===== config.mk =====
export PLATFORM = sky130hd
export DESIGN_NAME = vc_arbiter_ctrl_flat
export DESIGN_NICKNAME = d
export VERILOG_FILES = /design/src/rtl/vc_arbiter_ctrl_pkg.sv /design/src/rtl/vc_arbiter_ctrl_if.sv /design/src/rtl/vc_arbiter_ctrl_rr_pick.sv /design/src/rtl/vc_arbiter_ctrl.sv /design/src/flat_wrapper.sv
export SDC_FILE = /design/constraint.sdc
export NUM_CORES = 1
export LEC_CHECK = 0
export BUFFER_PORTS_ARGS = -buffer_cell sky130_fd_sc_hd__buf_4
export CAP_MARGIN = 20
export CORE_UTILIZATION = 40
export DETAILED_ROUTE_END_ITERATION = 7
export PLACE_DENSITY = 0.77
export SLEW_MARGIN = 20
export SYNTH_ARGS = -nofsm -noshare
export SYNTH_HDL_FRONTEND = slang
export SYNTH_SLANG_ARGS = --single-unit

===== constraint.sdc =====
create_clock -name clk -period 1.75 [get_ports clk]
set_input_delay 0.35 -clock clk [delete_from_list [all_inputs] [get_ports clk]]
set_output_delay 0.35 -clock clk [all_outputs]
set_load 0.005 [all_outputs]

===== src/rtl/vc_arbiter_ctrl_pkg.sv =====
// Shared types for the virtual-channel arbiter controller.
package vc_arbiter_ctrl_pkg;
   localparam int NSRC = 4;

   typedef enum logic [1:0] {
      ST_INIT   = 2'd0,
      ST_IDLE   = 2'd1,
      ST_ACTIVE = 2'd2
   } state_t;
endpackage


===== src/rtl/vc_arbiter_ctrl_if.sv =====
// Source/destination FIFO bundle between the arbiter controller and its FIFOs.
interface vc_arbiter_ctrl_if #(
   parameter int BW   = 6,
   parameter int LEN4 = 4
);
   import vc_arbiter_ctrl_pkg::*;

   logic                 init;
   logic [LEN4-1:0]      umbral_low_in;
   logic [LEN4-1:0]      umbral_high_in;
   logic [NSRC-1:0]      src_empty;
   logic [NSRC-1:0]      src_almost_full;
   logic [NSRC*BW-1:0]   src_data;
   logic                 dst_full;
   logic                 dst_almost_full;
   logic [LEN4-1:0]      umbral_low;
   logic [LEN4-1:0]      umbral_high;
   logic [NSRC-1:0]      src_rd;
   logic                 dst_wr;
   logic [BW-1:0]        dst_data;
   logic                 idle;
   logic                 error;

   modport master (
      input  init, umbral_low_in, umbral_high_in, src_empty, src_almost_full,
             src_data, dst_full, dst_almost_full,
      output umbral_low, umbral_high, src_rd, dst_wr, dst_data, idle, error
   );

   modport slave (
      output init, umbral_low_in, umbral_high_in, src_empty, src_almost_full,
             src_data, dst_full, dst_almost_full,
      input  umbral_low, umbral_high, src_rd, dst_wr, dst_data, idle, error
   );
endinterface


===== src/rtl/vc_arbiter_ctrl_rr_pick.sv =====
// Combinational 4-way picker: lowest urgent index wins, else round-robin from ptr.
module rr_pick
   import vc_arbiter_ctrl_pkg::*;
(
   input  logic [NSRC-1:0] req,
   input  logic [NSRC-1:0] urgent,
   input  logic [1:0]      ptr,
   output logic            gnt_valid,
   output logic [1:0]      gnt_idx
);
   logic [1:0] cand;

   always_comb begin
      gnt_valid = |req;
      gnt_idx   = '0;
      cand      = '0;
      if (|urgent) begin
         for (int i = NSRC - 1; i >= 0; i--) begin
            if (urgent[i]) gnt_idx = 2'(i);
         end
      end else begin
         // walk backwards so the closest candidate to ptr is written last
         for (int k = NSRC - 1; k >= 0; k--) begin
            cand = ptr + 2'(k);
            if (req[cand]) gnt_idx = cand;
         end
      end
   end
endmodule


===== src/rtl/vc_arbiter_ctrl.sv =====
// Shares one destination FIFO among four source VC FIFOs; owns thresholds and
// the INIT/IDLE/ACTIVE life cycle, popping at most one word per cycle.
//
// state     | meaning
// ST_INIT   | thresholds follow *_in every cycle, no pops
// ST_IDLE   | all sources drained, nothing in flight
// ST_ACTIVE | arbitrating and popping one word per cycle
module vc_arbiter_ctrl
   import vc_arbiter_ctrl_pkg::*;
#(
   parameter int BW           = 6,
   parameter int LEN4         = 4,
   parameter int UMB_LOW_RST  = 1,
   parameter int UMB_HIGH_RST = 3
) (
   input logic              clk,
   input logic              reset_L,
   vc_arbiter_ctrl_if.master bus
);
   state_t          state, state_nx;
   logic [1:0]      rr_ptr;
   logic [NSRC-1:0] req;
   logic            gnt_valid;
   logic [1:0]      gnt_idx;
   logic            pop_en;
   logic            in_flight;

   logic            v_q, v_q2;
   logic [1:0]      sel_q, sel_q2;
   logic [NSRC-1:0] rd_q;
   logic            wr_q;
   logic [BW-1:0]   data_q;
   logic [LEN4-1:0] low_q, high_q;
   logic            err_q;

   assign req       = ~bus.src_empty;
   assign in_flight = v_q | v_q2;

   rr_pick u_pick (
      .req       (req),
      .urgent    (bus.src_almost_full & req),
      .ptr       (rr_ptr),
      .gnt_valid (gnt_valid),
      .gnt_idx   (gnt_idx)
   );

   always_comb begin
      state_nx = state;
      pop_en   = 1'b0;
      case (state)
         ST_INIT: begin
            if (!bus.init) state_nx = ST_IDLE;
         end
         ST_IDLE: begin
            if (bus.init)  state_nx = ST_INIT;
            else if (|req) state_nx = ST_ACTIVE;
         end
         ST_ACTIVE: begin
            if (bus.init) begin
               state_nx = ST_INIT;
            end else begin
               pop_en = gnt_valid && !bus.dst_almost_full;
               if (!(|req) && !in_flight) state_nx = ST_IDLE;
            end
         end
         default: state_nx = ST_INIT;
      endcase
   end

   // grant -> src_rd (sel_q) -> source data valid (sel_q2) -> dst_wr
   always_ff @(posedge clk or negedge reset_L) begin
      if (!reset_L) begin
         state  <= ST_INIT;
         rr_ptr <= '0;
         rd_q   <= '0;
         v_q    <= 1'b0;
         sel_q  <= '0;
         v_q2   <= 1'b0;
         sel_q2 <= '0;
         wr_q   <= 1'b0;
         data_q <= '0;
         low_q  <= LEN4'(UMB_LOW_RST);
         high_q <= LEN4'(UMB_HIGH_RST);
         err_q  <= 1'b0;
      end else begin
         state  <= state_nx;
         rd_q   <= pop_en ? (NSRC'(1) << gnt_idx) : '0;
         v_q    <= pop_en;
         if (pop_en) begin
            sel_q  <= gnt_idx;
            rr_ptr <= gnt_idx + 2'd1;
         end
         v_q2   <= v_q;
         sel_q2 <= sel_q;
         wr_q   <= v_q2;
         if (v_q2) data_q <= bus.src_data[int'(sel_q2) * BW +: BW];
         if (state == ST_INIT) begin
            low_q  <= bus.umbral_low_in;
            high_q <= bus.umbral_high_in;
         end
         if (wr_q && bus.dst_full) err_q <= 1'b1;
      end
   end

   assign bus.src_rd      = rd_q;
   assign bus.dst_wr      = wr_q;
   assign bus.dst_data    = data_q;
   assign bus.umbral_low  = low_q;
   assign bus.umbral_high = high_q;
   assign bus.idle        = (state == ST_IDLE);
   assign bus.error       = err_q;
endmodule


===== src/flat_wrapper.sv =====
// flat-port wrapper written by rule: the top's interface ports become plain ports
module vc_arbiter_ctrl_flat import vc_arbiter_ctrl_pkg::*;
#(
   parameter int BW           = 6,
   parameter int LEN4         = 4,
   parameter int UMB_LOW_RST  = 1,
   parameter int UMB_HIGH_RST = 3
)
  (clk, reset_L, bus_init, bus_umbral_low_in, bus_umbral_high_in, bus_src_empty, bus_src_almost_full, bus_src_data, bus_dst_full, bus_dst_almost_full, bus_umbral_low, bus_umbral_high, bus_src_rd, bus_dst_wr, bus_dst_data, bus_idle, bus_error);
  vc_arbiter_ctrl_if #(.BW(BW), .LEN4(LEN4)) bus_i ();
  input logic clk;
  input logic reset_L;
  input wire logic [$bits(bus_i.init)-1:0] bus_init;
  input wire logic [$bits(bus_i.umbral_low_in)-1:0] bus_umbral_low_in;
  input wire logic [$bits(bus_i.umbral_high_in)-1:0] bus_umbral_high_in;
  input wire logic [$bits(bus_i.src_empty)-1:0] bus_src_empty;
  input wire logic [$bits(bus_i.src_almost_full)-1:0] bus_src_almost_full;
  input wire logic [$bits(bus_i.src_data)-1:0] bus_src_data;
  input wire logic [$bits(bus_i.dst_full)-1:0] bus_dst_full;
  input wire logic [$bits(bus_i.dst_almost_full)-1:0] bus_dst_almost_full;
  output wire logic [$bits(bus_i.umbral_low)-1:0] bus_umbral_low;
  output wire logic [$bits(bus_i.umbral_high)-1:0] bus_umbral_high;
  output wire logic [$bits(bus_i.src_rd)-1:0] bus_src_rd;
  output wire logic [$bits(bus_i.dst_wr)-1:0] bus_dst_wr;
  output wire logic [$bits(bus_i.dst_data)-1:0] bus_dst_data;
  output wire logic [$bits(bus_i.idle)-1:0] bus_idle;
  output wire logic [$bits(bus_i.error)-1:0] bus_error;
  assign bus_i.init = bus_init;
  assign bus_i.umbral_low_in = bus_umbral_low_in;
  assign bus_i.umbral_high_in = bus_umbral_high_in;
  assign bus_i.src_empty = bus_src_empty;
  assign bus_i.src_almost_full = bus_src_almost_full;
  assign bus_i.src_data = bus_src_data;
  assign bus_i.dst_full = bus_dst_full;
  assign bus_i.dst_almost_full = bus_dst_almost_full;
  assign bus_umbral_low = bus_i.umbral_low;
  assign bus_umbral_high = bus_i.umbral_high;
  assign bus_src_rd = bus_i.src_rd;
  assign bus_dst_wr = bus_i.dst_wr;
  assign bus_dst_data = bus_i.dst_data;
  assign bus_idle = bus_i.idle;
  assign bus_error = bus_i.error;
  vc_arbiter_ctrl #(.BW(BW), .LEN4(LEN4), .UMB_LOW_RST(UMB_LOW_RST), .UMB_HIGH_RST(UMB_HIGH_RST)) u_core (.clk(clk), .reset_L(reset_L), .bus(bus_i));
endmodule

==> Word-level counts from Yosys, hierarchy flattened <==
Cells that the tools add are included.
{ "totals": {"ff_bits": 30, "wordCells": 67} }
{ "classes": {"muxes": 26, "eq_ne": 5, "mul": 1, "reduce_logical": 10, "add_sub_neg": 4, "n_lt_le_gt_ge": 4, "n_bitwise": 3, "n_shift": 2} }
{ "op_table": {"columns": ["operator", "n"], "rows": [
  ["24-bit by 32-bit indexed part select with 6-bit output", 1],
  ["2-bit two-way mux", 14],
  ["2-bit by 3-bit less-than comparator with 1-bit output (second input constant)", 4],
  ["1-bit binary-select mux with 2-bit select", 4],
  ["4-bit OR reduction", 2],
  ["1-bit two-way mux", 6],
  ["3-bit by 2-bit != test with 1-bit output (second input constant)", 2],
  ["2-bit case mux with 3 select lines", 1],
  ["2-bit by 1-bit adder with 2-bit output (second input constant)", 2],
  ["2-bit adder (second input constant)", 2],
  ["4-bit bitwise AND", 1],
  ["2-bit by 2-bit multiplier with 4-bit output (second input constant)", 1],
  ["4-bit two-way mux", 1],
  ["4-bit inverter", 1],
  ["1-bit by 2-bit left shift with 4-bit output (first input constant)", 1],
  ["1-bit logical AND", 3],
  ["1-bit logical NOT", 3],
  ["3-bit AND reduction", 1],
  ["2-bit by 1-bit == test with 1-bit output (second input constant)", 1],
  ["2-bit == test (second input constant)", 1],
  ["2-bit logical NOT", 1],
  ["2-bit != test (second input constant)", 1],
  ["1-bit bitwise OR", 1]
]} }

==> Logic depth before layout (Yosys ltp) <==
Gate-level depths: netlist (run 1).
{ "depth": {"word_depth": 10, "ltp_mapped": 8, "mapped_depth_nobuf": 7} }

==> Cells and area by module <==
A second synthesis (run 1) with hierarchy kept.
{ "unflattened": {"hier_cells": 107, "hier_area_um2": 1448.9} }
{ "by_module_without_submodules": {"columns": ["mod", "cells_each", "instances", "area_each_um2", "seq_area_each_um2"], "rows": [
  ["vc_arbiter_ctrl", 87, 1, 1332.5, 754.5],
  ["rr_pick", 20, 1, 116.4, 0.0]
]} }

==> Worst setup path after synthesis (run 1) <==
OpenSTA, ideal clock, no wires.
{ "synth_timing": {"path_kind": "register -> register", "start": "reg u_core.rr_ptr[0]", "end": "reg u_core.rr_ptr[1]", "arrival_time_ps": 1568, "stages_incl_launch_ff": 9, "synth_period_minus_slack_ps": 1695, "n_path_buf": 1, "t_required_ps": 1623, "setup_time_ps": 127, "slack_ps": 55, "cell_sequence": "dfrtp_1 -> buf_2 -> mux2i_1 -> a221o_1 -> a221oi_2 -> nor3_1 -> ha_1 -> nand2_1 -> o21ai_0"} }
{ "synth_via": {"elab_chain_cells": 9, "elab_cells_between_ends": 17, "cone_classes": "4 x add/sub; 13 x mux"} }
{ "synth_lines": {"columns": ["item", "line", "rtl"], "rows": [
  ["from (decl)", "vc_arbiter_ctrl.sv:21", "logic [1:0] rr_ptr;"],
  ["from (signal assigned)", "vc_arbiter_ctrl.sv:91", "rr_ptr <= gnt_idx + 2'd1;"],
  ["2-bit adder", "vc_arbiter_ctrl_rr_pick.sv:24", "cand = ptr + 2'(k);"],
  ["1-bit binary-select mux with 2-bit select", "vc_arbiter_ctrl_rr_pick.sv:25", "if (req[cand]) gnt_idx = cand;"],
  ["1-bit two-way mux (implied by the code)", "vc_arbiter_ctrl_rr_pick.sv:25", null],
  ["2-bit two-way mux (3 in series)", "vc_arbiter_ctrl_rr_pick.sv:25", null],
  ["2-bit two-way mux (*)", "vc_arbiter_ctrl_rr_pick.sv:25", null],
  ["2-bit two-way mux (*)", "vc_arbiter_ctrl_rr_pick.sv:17", "if (|urgent) begin"],
  ["named net u_core.gnt_idx[1]", "vc_arbiter_ctrl.sv:24", "logic [1:0] gnt_idx;"],
  ["2-bit by 1-bit adder with 2-bit output (*)", "vc_arbiter_ctrl.sv:91", null]
]} }
The timed path passes the listed nets; every way through them passes the cells marked *. The select of a mux whose other input is x is not followed.
A chain may end at the register's enable or synchronous reset.

==> Worst setup path in the final report (run 1) <==
Same ends and word-level chain as after synthesis.

==> results of run 1 <==
sequential cells by signal, summed over array words and instances (netlist names):
signal and cells:
u_core.v_q 1, u_core.bus.dst_data 6, u_core.v_q2 1, u_core.bus.umbral_high 4, u_core.bus.dst_wr 1, u_core.sel_q 2
u_core.state 2, u_core.bus.umbral_low 4, u_core.rr_ptr 2, u_core.bus.src_rd 4, u_core.bus.error 1, u_core.sel_q2 2
worst max-delay path: cells and delay by family, from the launching register on:
family	cells	cell delay, ns
AO/OA/AOI/OAI	3	0.64
flip-flops	1	0.47
adder cells (fa/ha/maj)	1	0.28
multiplexers	1	0.14
AND/OR/NAND/NOR	2	0.14
synth_stat cells, types with 2 or more instances:
master / count
buf_2: 3
nand2_1: 3
nor3_1: 2
nor2_1: 5
and2_1: 4
a21oi_1: 4
inv_1: 6
o21ai_0: 2
mux4_2: 6
mux2_2: 14
and2b_1: 3
mux2i_1: 2
nand2b_1: 2
ha_1: 4
a221o_1: 2
dfstp_2: 3
a21o_1: 2
nor2b_1: 2
dfrtp_1: 27
layer usage:
metal	wire, um	share of wire	vias up	global-route usage
met5	0	0	-	0
met4	46	0.014	0	0.0785
met3	257	0.079	4	0.0566
met2	1710	0.52	50	0.313
met1	1260	0.39	546	0.196
li1	-	-	561	-
where the power goes:
group	switching (uW)	total [uW]	internal [uW]
combinational	312	945	633
clock	220	502	281
sequential	188	1090	902
total	720	2540	1820
cell families after synthesis:
family	after synthesis
compound gates	17
fa+ha+maj	5
buf+inv	10
flops	30
mux	23
simple gates	27
path summary, 6_finish.rpt:
path	start	to	slack (ns)	depth (start not counted)
setup reg to reg	u_core.rr_ptr[0]	u_core.rr_ptr[1]	-0.03	7
hold / removal	bus_init	u_core.state[1]	0.26	2
max in group asynchronous	reset_L	u_core.bus.umbral_low[0]	0.90	2
min in group asynchronous	reset_L	u_core.bus.umbral_low[1]	0.54	2
hold reg to reg	u_core.sel_q[1]	u_core.sel_q2[1]	0.38	0
setup / recovery	u_core.rr_ptr[0]	u_core.rr_ptr[1]	-0.03	7
what timing repair did:
action	CTS	global route
resized for setup	3	7
endpoints found under the setup margin	2	6
pin swaps	1	2
hold endpoints to repair	9	0
buffers inserted	0	1
hold buffers	1	0
stage by stage:
stage	utilization	worst slack [ns]	TNS (ns)	hold WS [ns]
2_1_floorplan	-	0.0552	0	0.0544
3_3_place_gp	0.605	-0.0254	-0.0744	0.286
3_5_place_dp	0.605	-0.0628	-0.162	0.291
4_1_cts	0.636	0.00514	0	0.249
5_1_grt	0.644	-0.125	-0.370	0.258
6_report	0.644	-0.0285	-0.0581	0.255
cell usage in the layout, fill, tap and decap left out, types with 3 or more instances in the layout:
cell type  instances
and2b_1            3
and2_1             4
clkbuf_1           3
buf_4             75
mux2_2            14
nor2_1             5
nand2_1            3
dfrtp_1           25
a21oi_1            4
mux4_2             6
ha_1               3
inv_1              5
clkbuf_8           5
dfstp_2            3
cell type report:
type	instances	area, um2
tap	46	57.6
inverter	6	22.5
fill	275	1220
multi-input combinational	72	728
clock buffer	8	80.1
sequential	30	757
timing repair buffer	76	573
==> metrics.md, run 1 <==
| Metric | Value |
|---|---|
| Run status | finished with violations |
| Failing checks | negative setup slack |
| Chip height | 63.0 um |
| Multiplexer share of the synthesized area | 0.221 |
| Worst hold-check path type | input pin to register |
| Largest family of logic cells by synthesized area | multiplexers |
| Share of post-route cells with drive strength above 1 | 0.609 |
| Antenna violations before repair | 0 |
| Critical Path Fanout Max | 8 |
| Cell taking the most area after synthesis | dfrtp_1 |
| Cell with the largest stage delay on the worst path | dfrtp_2 |
| Post-Synth Simple-Gate Area | 0.112 |
| ANT nets after route | 0 |
| Final Hold Viols | 0 |
| Power Dens Cells | about 1100 mW/mm2 |
| CTS clk-pin slew, worst paths | 0.06 ns |
| Nature of the critical path startpoint | register |
| Mean routed wirelength per cell | around 14 um |
| Number of enable flip-flop cells after synthesis | 0 |
| I/O Pins | 66 |
| Total via count after detailed routing | 1161 |
| Antenna cell count | 0 |
| Synthesized cell area | 0.00149 mm2 |
| Slew headroom | 0.759 |
| YS warnings | 0 |
| Number of cells produced by synthesis | 112 |
| Clock Skews | 0.00281 ns |
| Crit end category | register |
| Synthesized-area fraction occupied by ao, oa, aoi and oai cells | 0.0909 |
| Slowest Stage Delay on Critical Path | 0.47 ns |
| Placer's final routability congestion estimate | 0.769 |
| Post-synthesis sequential element count | 30 |
| Synthesized area per cell | 13.3 um2 |
| Post-placement cell area | 0.00208 mm2 |
| Fraction of the yosys area taken by sequential cells | 0.508 |
| Placed wire-length estimate | 2530 um |
| Detailed-router iteration count before antenna repair | 4 |
| Cell Count, Final, Fillers Out | 238 |
| TritonCTS clock tree | done |
| Die Area | ~0.0040 mm2 |
| Area delta synth->final | 49.2% |
| Worst setup path category | register to register |
| DR vias/cell | 4.88 |
| Cell-by-cell listing of the critical path | mux2i_1 -> a221o_1 -> a221oi_4 -> nor3_2 -> ha_1 -> nand2_1 -> o21ai_1 |
| Overall die width | 63.0 um |
| Largest net degree at the start of global routing | 31 |
| Number of DRC violations after detailed-routing iteration 0 | 38 |
| H-tree depth reported by CTS | 2 |
| Total detailed-routing wirelength | roughly 3300 um |
| Wire length of the first global-routing pass | approximately 5400 um |
| Worst vdd rail ir drop | 473 uV |
| Initial core utilization | 0.432 |
| Deepest clock path buffer count | 2 |
| Area share of the leading cell type in the synthesized netlist | 0.455 |
| Worst-case setup margin in the final layout | -0.0285 ns |
| Clock period minus worst slack | 1.78 ns |
| MaxCap Viol Count | 0 |
| Sinks on the clock net | 30 |
| Number of nets in the layout | 240 |
| Core Rows | 21 |
| Number of setup violations in the final report | 3 |
| Port Buffers | 65 |
| Actual slew at the worst max-slew pin | approximately 0.36 ns |
| Number of instances in the placed design | 228 |
| Predominant post-synthesis flop cell | dfrtp_1 |
| Data arrival at the endpoint of the critical path | 1.94 ns |
| Final critical-path share of the clock period | 1.02 |
| Total design power | 2540 uW |
| Vias in the first global route | 1219 |
| Area share of fa/ha/maj cells after synthesis | 0.0412 |
| Core area | about 0.0034 mm2 |
| CTS buffer count | 5 |
| Clock tree root driver cell | clkbuf_8 |
| Unrepaired setup endpoints after global routing | yes |
| Leakage power | 0.00107 uW |
| Clock insertion delay at the later pin of the skew report | approximately 0.27 ns |
| Required time of the worst setup path | 1.91 ns |
| Main area contributors after synthesis | dfrtp_1 45%, mux2_2 11%, mux4_2 9.1%, dfstp_2 5.3%, ha_1 3.4% |
| # DRC | 0 |
| Remaining Overflow, GRT | 0 |
| Asr flop ratio synth | 1.00 |
| Max-slew violation total from the final report | 0 |
| Cell area after layout | around 0.0022 mm2 |
| Top achievable clock speed | 0.562 GHz |
| Distinct cell type count after synthesis | 35 |
| Overall track demand over capacity in global routing | 0.179 |
| Xor/xnor cell area share of the yosys netlist | 0 |
| Synthesized Nets | 161 |
Note: power is estimated with default switching activity, not from simulation.
==> inputs of run 2 (changes only) <==
CELL_PAD_IN_SITES_DETAIL_PLACEMENT = 0   (was not set)
CELL_PAD_IN_SITES_GLOBAL_PLACEMENT = 1   (was not set)
CORE_UTILIZATION = 32   (was 40)
PLACE_DENSITY = 0.8   (was 0.77)
==> metrics.md, run 2 (synthesis results as in run 1) <==
| Metric | Value |
|---|---|
| Internal Dissipation | 1830 uW (+0.71%) |
| Share of the core filled with cells in the final layout | 0.501 (-0.144) |
| Clock share of power | 0.220 (+0.022) |
| Largest net degree at the start of global routing | 31 (unchanged) |
| Number of nets in the layout | 239 (-0.42%) |
| Overall track demand over capacity in global routing | 0.133 (-0.0454) |
| Placer's final routability congestion estimate | 0.778 (+1.1%) |
| Worst vdd rail ir drop | 401 uV (-15%) |
| Remaining Overflow, GRT | 0 (unchanged) |
| Area delta synth->final | 48.7% |
| Mean routed wirelength per cell | 12.9 um (-6.0%) |
| Worst hold-check path type | input pin to register |
| Worst slack after detailed placement | -0.0733 ns (-0.0104 ns) |
| Unrepaired setup endpoints after global routing | yes |
| Slowest Stage Delay on Critical Path | 0.46 ns (about the same) |
| Clock insertion delay at the later pin of the skew report | 0.28 ns (about the same) |
| Final Hold Viols | 0 (unchanged) |
| Placed wire-length estimate | 2360 um (-7.0%) |
| Clock Skews | 0.00587 ns (+0.00307 ns) |
| Clock period minus worst slack | 1.75 ns (-0.0310 ns) |
| Antenna cell count | 0 (unchanged) |
| Leakage power | 0.00108 uW (+0.33%) |
| Chip height | 70.2 um (+11%) |
| Nature of the critical path startpoint | register |
| CTS clk-pin slew, worst paths | 0.06 ns (about the same) |
| Most common cell after layout, fill and taps aside | buf_4 |
| Power Dens Cells | 1160 mW/mm2 (+1.3%) |
| Cell-by-cell listing of the critical path | mux2i_1 -> a221o_1 -> a221oi_2 -> nor3_2 -> ha_1 -> nand2_1 -> o21ai_1 |
| Core area | 0.00441 mm2 (+28%) |
| Critical Path Fanout Max | 7 (-1) |
| Deepest clock path buffer count | 2 (unchanged) |
| Overall die width | 70.2 um (+11%) |
| Clock tree root driver cell | clkbuf_8 |
| Comb power frac | 0.351 (-0.022) |
| Post-placement cell area | 0.00209 mm2 (+0.36%) |
| Run status | finished, final reports clean |
| Actual slew at the worst max-slew pin | 0.372 ns (+0.0126 ns) |
| Worst-case setup margin in the final layout | 0.00258 ns (+0.0310 ns) |
| CTS buffer count | 5 (unchanged) |
| Sinks on the clock net | 30 (unchanged) |
| Top achievable clock speed | 0.572 GHz (+1.8%) |
| Net switching power | 731 uW (+1.6%) |
| Data arrival at the endpoint of the critical path | 1.92 ns (-0.02 ns) |
| Cell family contributing the most delay on the critical path | compound AO/OA/AOI/OAI gates |
| Slew headroom | 0.752 (-0.00676) |
| DR vias/cell | 4.86 (-0.29%) |
| Most frequent cells in the layout | 74 x buf_4, 25 x dfrtp_1, 14 x mux2_2 |
| Total detailed-routing wirelength | 3140 um (-4.0%) |
| I/O Pins | 66 (unchanged) |
| Worst setup path category | register to register |
| Antenna violations before repair | 0 (unchanged) |
| Port Buffers | 65 (unchanged) |
| Die Area | 0.00492 mm2 (+24%) |
| Buf/Inv on CP | 0 (unchanged) |
| Core Rows | 24 (+14%) |
| Initial core utilization | 0.337 (-0.0951) |
| Cell area after layout | 0.00221 mm2 (-0.34%) |
| MaxCap Viol Count | 0 (unchanged) |
| Vias in the first global route | 1201 (-1.5%) |
| Crit end category | register |
| ANT nets after route | 0 (unchanged) |
| TritonCTS clock tree | done |
| Cell with the largest stage delay on the worst path | dfrtp_2 |
| Total via count after detailed routing | 1182 (+1.8%) |
| H-tree depth reported by CTS | 2 (unchanged) |
| Number of DRC violations after detailed-routing iteration 0 | 31 (-18%) |
| Max-slew violation total from the final report | 0 (unchanged) |
| Wire length of the first global-routing pass | 5110 um (-5.0%) |
| Number of flip-flops under the largest register name | 6 (unchanged) |
| Final critical-path share of the clock period | 0.999 (-0.0177) |
| Detailed-router iteration count before antenna repair | 4 (unchanged) |
| Net switching share of the total power | 0.286 (+0.00177) |
| # DRC | 0 (unchanged) |
| R2r setup slk | 0.003 ns (+0.03 ns) |
| Reg power frac | 0.429 (about the same) |
| Required time of the worst setup path | 1.92 ns (about the same) |
| Number of setup violations in the final report | 0 (-3) |
| Total design power | 2560 uW (+0.96%) |
| Share of post-route cells with drive strength above 1 | 0.602 (-0.00728) |
run 2: cell count changes in the layout (fill, tap and decap cells not counted), sizes merged:
cell,change
clkinv,+1
buf,-1
clkbuf,-1
run 2: layout make-up:
type | instances | area (um2)
fillers | 407 | 2200
flip-flops and latches | 30 | 757
multi-input cells | 72 | 709
repair buffers | 75 | 566
clock buffers | 7 | 86.3
well taps | 52 | 65.1
inverters | 6 | 22.5
clock inverters | 1 | 5.00
run 2: timing repair:
| action | 4_1_cts | 5_1_grt |
|---|---|---|
| resized for setup | 1 | 5 |
| setup buffers | 0 | 0 |
| endpoints found under the setup margin | 1 | 6 |
| pin swaps | 1 | 1 |
| hold buffers | 1 | 0 |
| endpoints found under the hold margin | 27 | 0 |
run 2: path summary, 6_finish.rpt:
kind                       cells after the start                        end              from
max in group asynchronous                      2  u_core.bus.umbral_high[0]           reset_L
max reg2reg                                    7           u_core.rr_ptr[1]  u_core.rr_ptr[0]
min in group asynchronous                      2           u_core.rr_ptr[1]           reset_L
max                                            7           u_core.rr_ptr[1]  u_core.rr_ptr[0]
min reg2reg                                    0           u_core.sel_q2[1]   u_core.sel_q[1]
min                                            2            u_core.state[0]          bus_init
run 2: per-stage QoR:
stage | setup TNS (ns) | cells | hold WS (ns)
finish | 0 | 243 | 0.239
global route | -0.360 | 243 | 0.242
CTS | -0.00404 | 243 | 0.234
detailed placement | -0.167 | 234 | 0.290
global placement | -0.0816 | 234 | 0.286
floorplan | 0 | 112 | 0.0544
run 2: power by group through the flow:
stage,Combinational (uW),Sequential (uW),Clock (uW)
3_5_place_dp,888,1100,0
5_1_grt,982,1140,611
6_report,899,1100,563
4_1_cts,897,1090,580
3_3_place_gp,872,1080,0
2_1_floorplan,535,1020,0
run 2: routing by layer:
layer	GRT usage	wire, um	up-vias
met5	0	0	-
met4	0.0844	90	0
met3	0.0447	285	9
met2	0.221	1490	59
met1	0.146	1270	550
li1	-	-	564
==> inputs of run 3 (changes only) <==
ABC_AREA = 1   (was not set)
CORE_UTILIZATION = 30   (was 32)
PLACE_DENSITY = 0.79   (was 0.8)
==> metrics.md, run 3 <==
| Metric | Value |
|---|---|
| Worst vdd rail ir drop | 485 uV (+21%) |
| Wire length of the first global-routing pass | 5610 um (+9.7%) |
| Share of the core filled with cells in the final layout | 0.468 (-0.0331) |
| Sequential standard cell area | 757 um2 (unchanged) |
| Number of cells produced by synthesis | 189 (+69%) |
| Total via count after detailed routing | 1495 (+26%) |
| Fraction of the yosys area taken by sequential cells | 0.478 (-0.0298) |
| Final Hold Viols | 0 (unchanged) |
| Distinct cell type count after synthesis | 25 (-29%) |
| Share of post-route cells with drive strength above 1 | 0.453 (-0.149) |
| Most common cell after layout, fill and taps aside | buf_4 |
| Post-Route Hold Slack | 0.251 ns (+0.0123 ns) |
| Detailed-router iteration count before antenna repair | 5 (+1) |
| Synthesized area per cell | 8.35 um2 (-37%) |
| Leading cell type by number of instances after synthesis | nor2_1 |
| YS warnings | 0 (unchanged) |
| Run status | finished, final reports clean |
| Main area contributors after synthesis | dfrtp_1 43%, nor2_1 9.0%, nand2_1 7.8%, mux2_2 5.7%, dfstp_2 5.0% |
| Final-layout setup total negative slack | 0 ns (unchanged) |
| # DRC | 0 (unchanged) |
| Post-synthesis sequential element count | 30 (unchanged) |
| Largest net degree at the start of global routing | 31 (unchanged) |
| H-tree depth reported by CTS | 2 (unchanged) |
| Met1 Usage GRT | 0.164 (+0.0186) |
| Multi-input combinational cell area | 768 um2 (+8.3%) |
| Actual slew at the worst max-slew pin | 0.469 ns (+0.0969 ns) |
| Global routing met2 resource utilization | 0.221 (about the same) |
| Antenna cell count | 0 (unchanged) |
| CTS clk-pin slew, worst paths | 0.07 ns (about the same) |
| Placed wire-length estimate | 2710 um (+15%) |
| Number of nets in the layout | 315 (+32%) |
| Post-synth top cells | 38 x nor2_1, 33 x nand2_1, 27 x dfrtp_1 |
| GR Util met3 | 0.0379 (-0.00679) |
| Worst setup path category | register to register |
| I/O Pins | 66 (unchanged) |
| Synthesized Nets | 238 (+48%) |
| Number of instances in the placed design | 323 (+38%) |
| Unrepaired setup endpoints after global routing | yes |
| Cell Count, Final, Fillers Out | 337 (+39%) |
| Clock insertion delay at the later pin of the skew report | 0.28 ns (about the same) |
| Most frequent cells in the layout | 72 x buf_4, 38 x nor2_1, 30 x nand2_1, 25 x dfrtp_1, 16 x inv_1 |
| Overall track demand over capacity in global routing | 0.133 (-0.000535) |
| Area share of the leading cell type in the synthesized netlist | 0.428 (-0.0267) |
| Worst hold-check path type | input pin to register |
| Vias in the first global route | 1321 (+10%) |
| Core area | 0.00507 mm2 (+15%) |
| Clock Skews | 0.00995 ns (+0.00408 ns) |
| Deepest clock path buffer count | 2 (unchanged) |
| Number of flip-flops under the largest register name | 6 (unchanged) |
| Predominant post-synthesis flop cell | dfrtp_1 |
| Overall die width | 74.6 um (+6.3%) |
| Number of enable flip-flop cells after synthesis | 0 (unchanged) |
| CTS buffer count | 5 (unchanged) |
| Area delta synth->final | 50.3% |
| Layer with the highest usage | met2 |
| Max-slew violation total from the final report | 0 (unchanged) |
| MaxCap Viol Count | 0 (unchanged) |
| DR vias/cell | 4.44 (-8.8%) |
| Chip height | 74.6 um (+6.3%) |
| ANT nets after route | 0 (unchanged) |
| Core Rows | 26 (+8.3%) |
| Remaining Overflow, GRT | 0 (unchanged) |
| Slew headroom | 0.687 (-0.0650) |
| Antenna violations before repair | 0 (unchanged) |
| Power Dens Cells | 1520 mW/mm2 (+31%) |
| Cell taking the most area after synthesis | dfrtp_1 |
| Asr flop ratio synth | 1.00 (unchanged) |
| Final critical-path share of the clock period | 0.957 (-0.0412) |
| Initial core utilization | 0.311 (-0.0256) |
| Crit end category | register |
| Synthesized cell area | 0.00158 mm2 (+6.2%) |
| Filler Cell Count | 499 (+23%) |
| Mean routed wirelength per cell | 11.1 um (-14%) |
| Top achievable clock speed | 0.597 GHz (+4.3%) |
| Critical Path Fanout Max | 6 (-1) |
| Total design power | 3610 uW (+41%) |
| Data arrival at the endpoint of the critical path | 1.85 ns (-0.07 ns) |
| TritonCTS clock tree | done |
| Clock period minus worst slack | 1.68 ns (-0.0721 ns) |
| Clock tree root driver cell | clkbuf_8 |
| Port Buffers | 65 (unchanged) |
| Required time of the worst setup path | 1.92 ns (about the same) |
| Total detailed-routing wirelength | 3730 um (+19%) |
| Leakage power | 0.00121 uW (+12%) |
| Placer's final routability congestion estimate | 0.787 (+1.3%) |
| Number of setup violations in the final report | 0 (unchanged) |
| Sinks on the clock net | 30 (unchanged) |
| Number of DRC violations after detailed-routing iteration 0 | 81 (+160%) |
| Nature of the critical path startpoint | register |
| Die Area | 0.00556 mm2 (+13%) |
==> run 3: worst max-delay path: stages (launching register included) <==
cell and delay [ns]:
dfrtp_2 0.46, buf_6 0.14, buf_4 0.13, a21oi_1 0.17
nand3_2 0.10, nand3_2 0.09, nand2_2 0.06, buf_4 0.16
ha_1 0.18, inv_1 0.05, nor2_1 0.03
==> run 3: through the flow <==
step                      instance area [um2]  setup slack, ns
after floorplan                          1580            0.121
after global placement                   2150         0.000875
after detailed placement                 2150          -0.0366
after CTS                                2280           0.0476
after global routing                     2370          -0.0482
final                                    2370           0.0747
==> run 3: routing by layer <==
metal  share of wire  vias to the layer above
li1                -                      763
met1            0.44                      663
met2            0.46                       64
met3           0.088                        5
met4           0.014                        0
met5               0                        -
==> run 3: final cells by class <==
type | count | area share
multi-input combinational | 135 | 0.324
clock inverter | 1 | 0.0127
inverter | 20 | 0.0348
sequential | 30 | 0.319
clock buffer | 7 | 0.0364
tap | 70 | 0.0369
timing repair buffer | 74 | 0.237
==> run 3: path summary, 6_finish.rpt <==
| kind | startpoint | endpoint | slack (ns) | depth (start not counted) |
|---|---|---|---|---|
| hold reg to reg | u_core.v_q | u_core.v_q2 | 0.37 | 0 |
| hold / removal | bus_dst_almost_full | u_core.v_q | 0.25 | 2 |
| min in group asynchronous | reset_L | u_core.v_q2 | 0.54 | 2 |
| max in group asynchronous | reset_L | u_core.bus.umbral_high[1] | 0.90 | 2 |
| setup / recovery | u_core.rr_ptr[0] | u_core.bus.src_rd[2] | 0.07 | 10 |
| setup reg to reg | u_core.rr_ptr[0] | u_core.bus.src_rd[2] | 0.07 | 10 |
==> run 3: what timing repair did <==
item / CTS / global route
hold buffers: 1 / 0
cloned: 0 / 0
pin swaps: 0 / 7
endpoints found under the hold margin: 8 / 0
buffers inserted: 0 / 5
endpoints found under the setup margin: 1 / 4
resized for setup: 1 / 20
==> run 3: logic make-up (layout without fill, tap and decap cells) <==
kind of cell | after synthesis | after routing | synth area share
multiplexers | 8 | 8 | 0.0571
adder cells (fa/ha/maj) | 4 | 4 | 0.0317
flip-flops | 30 | 30 | 0.478
buffers and inverters | 24 | 102 | 0.0658
AO/OA/AOI/OAI | 25 | 25 | 0.0895
AND/OR/NAND/NOR | 98 | 98 | 0.278
==> run 3: report_power, final <==
part / total [uW] / switching (uW) / internal [uW]
registers: 1220 / 230 / 988
logic: 1680 / 816 / 862
clock network: 716 / 253 / 464
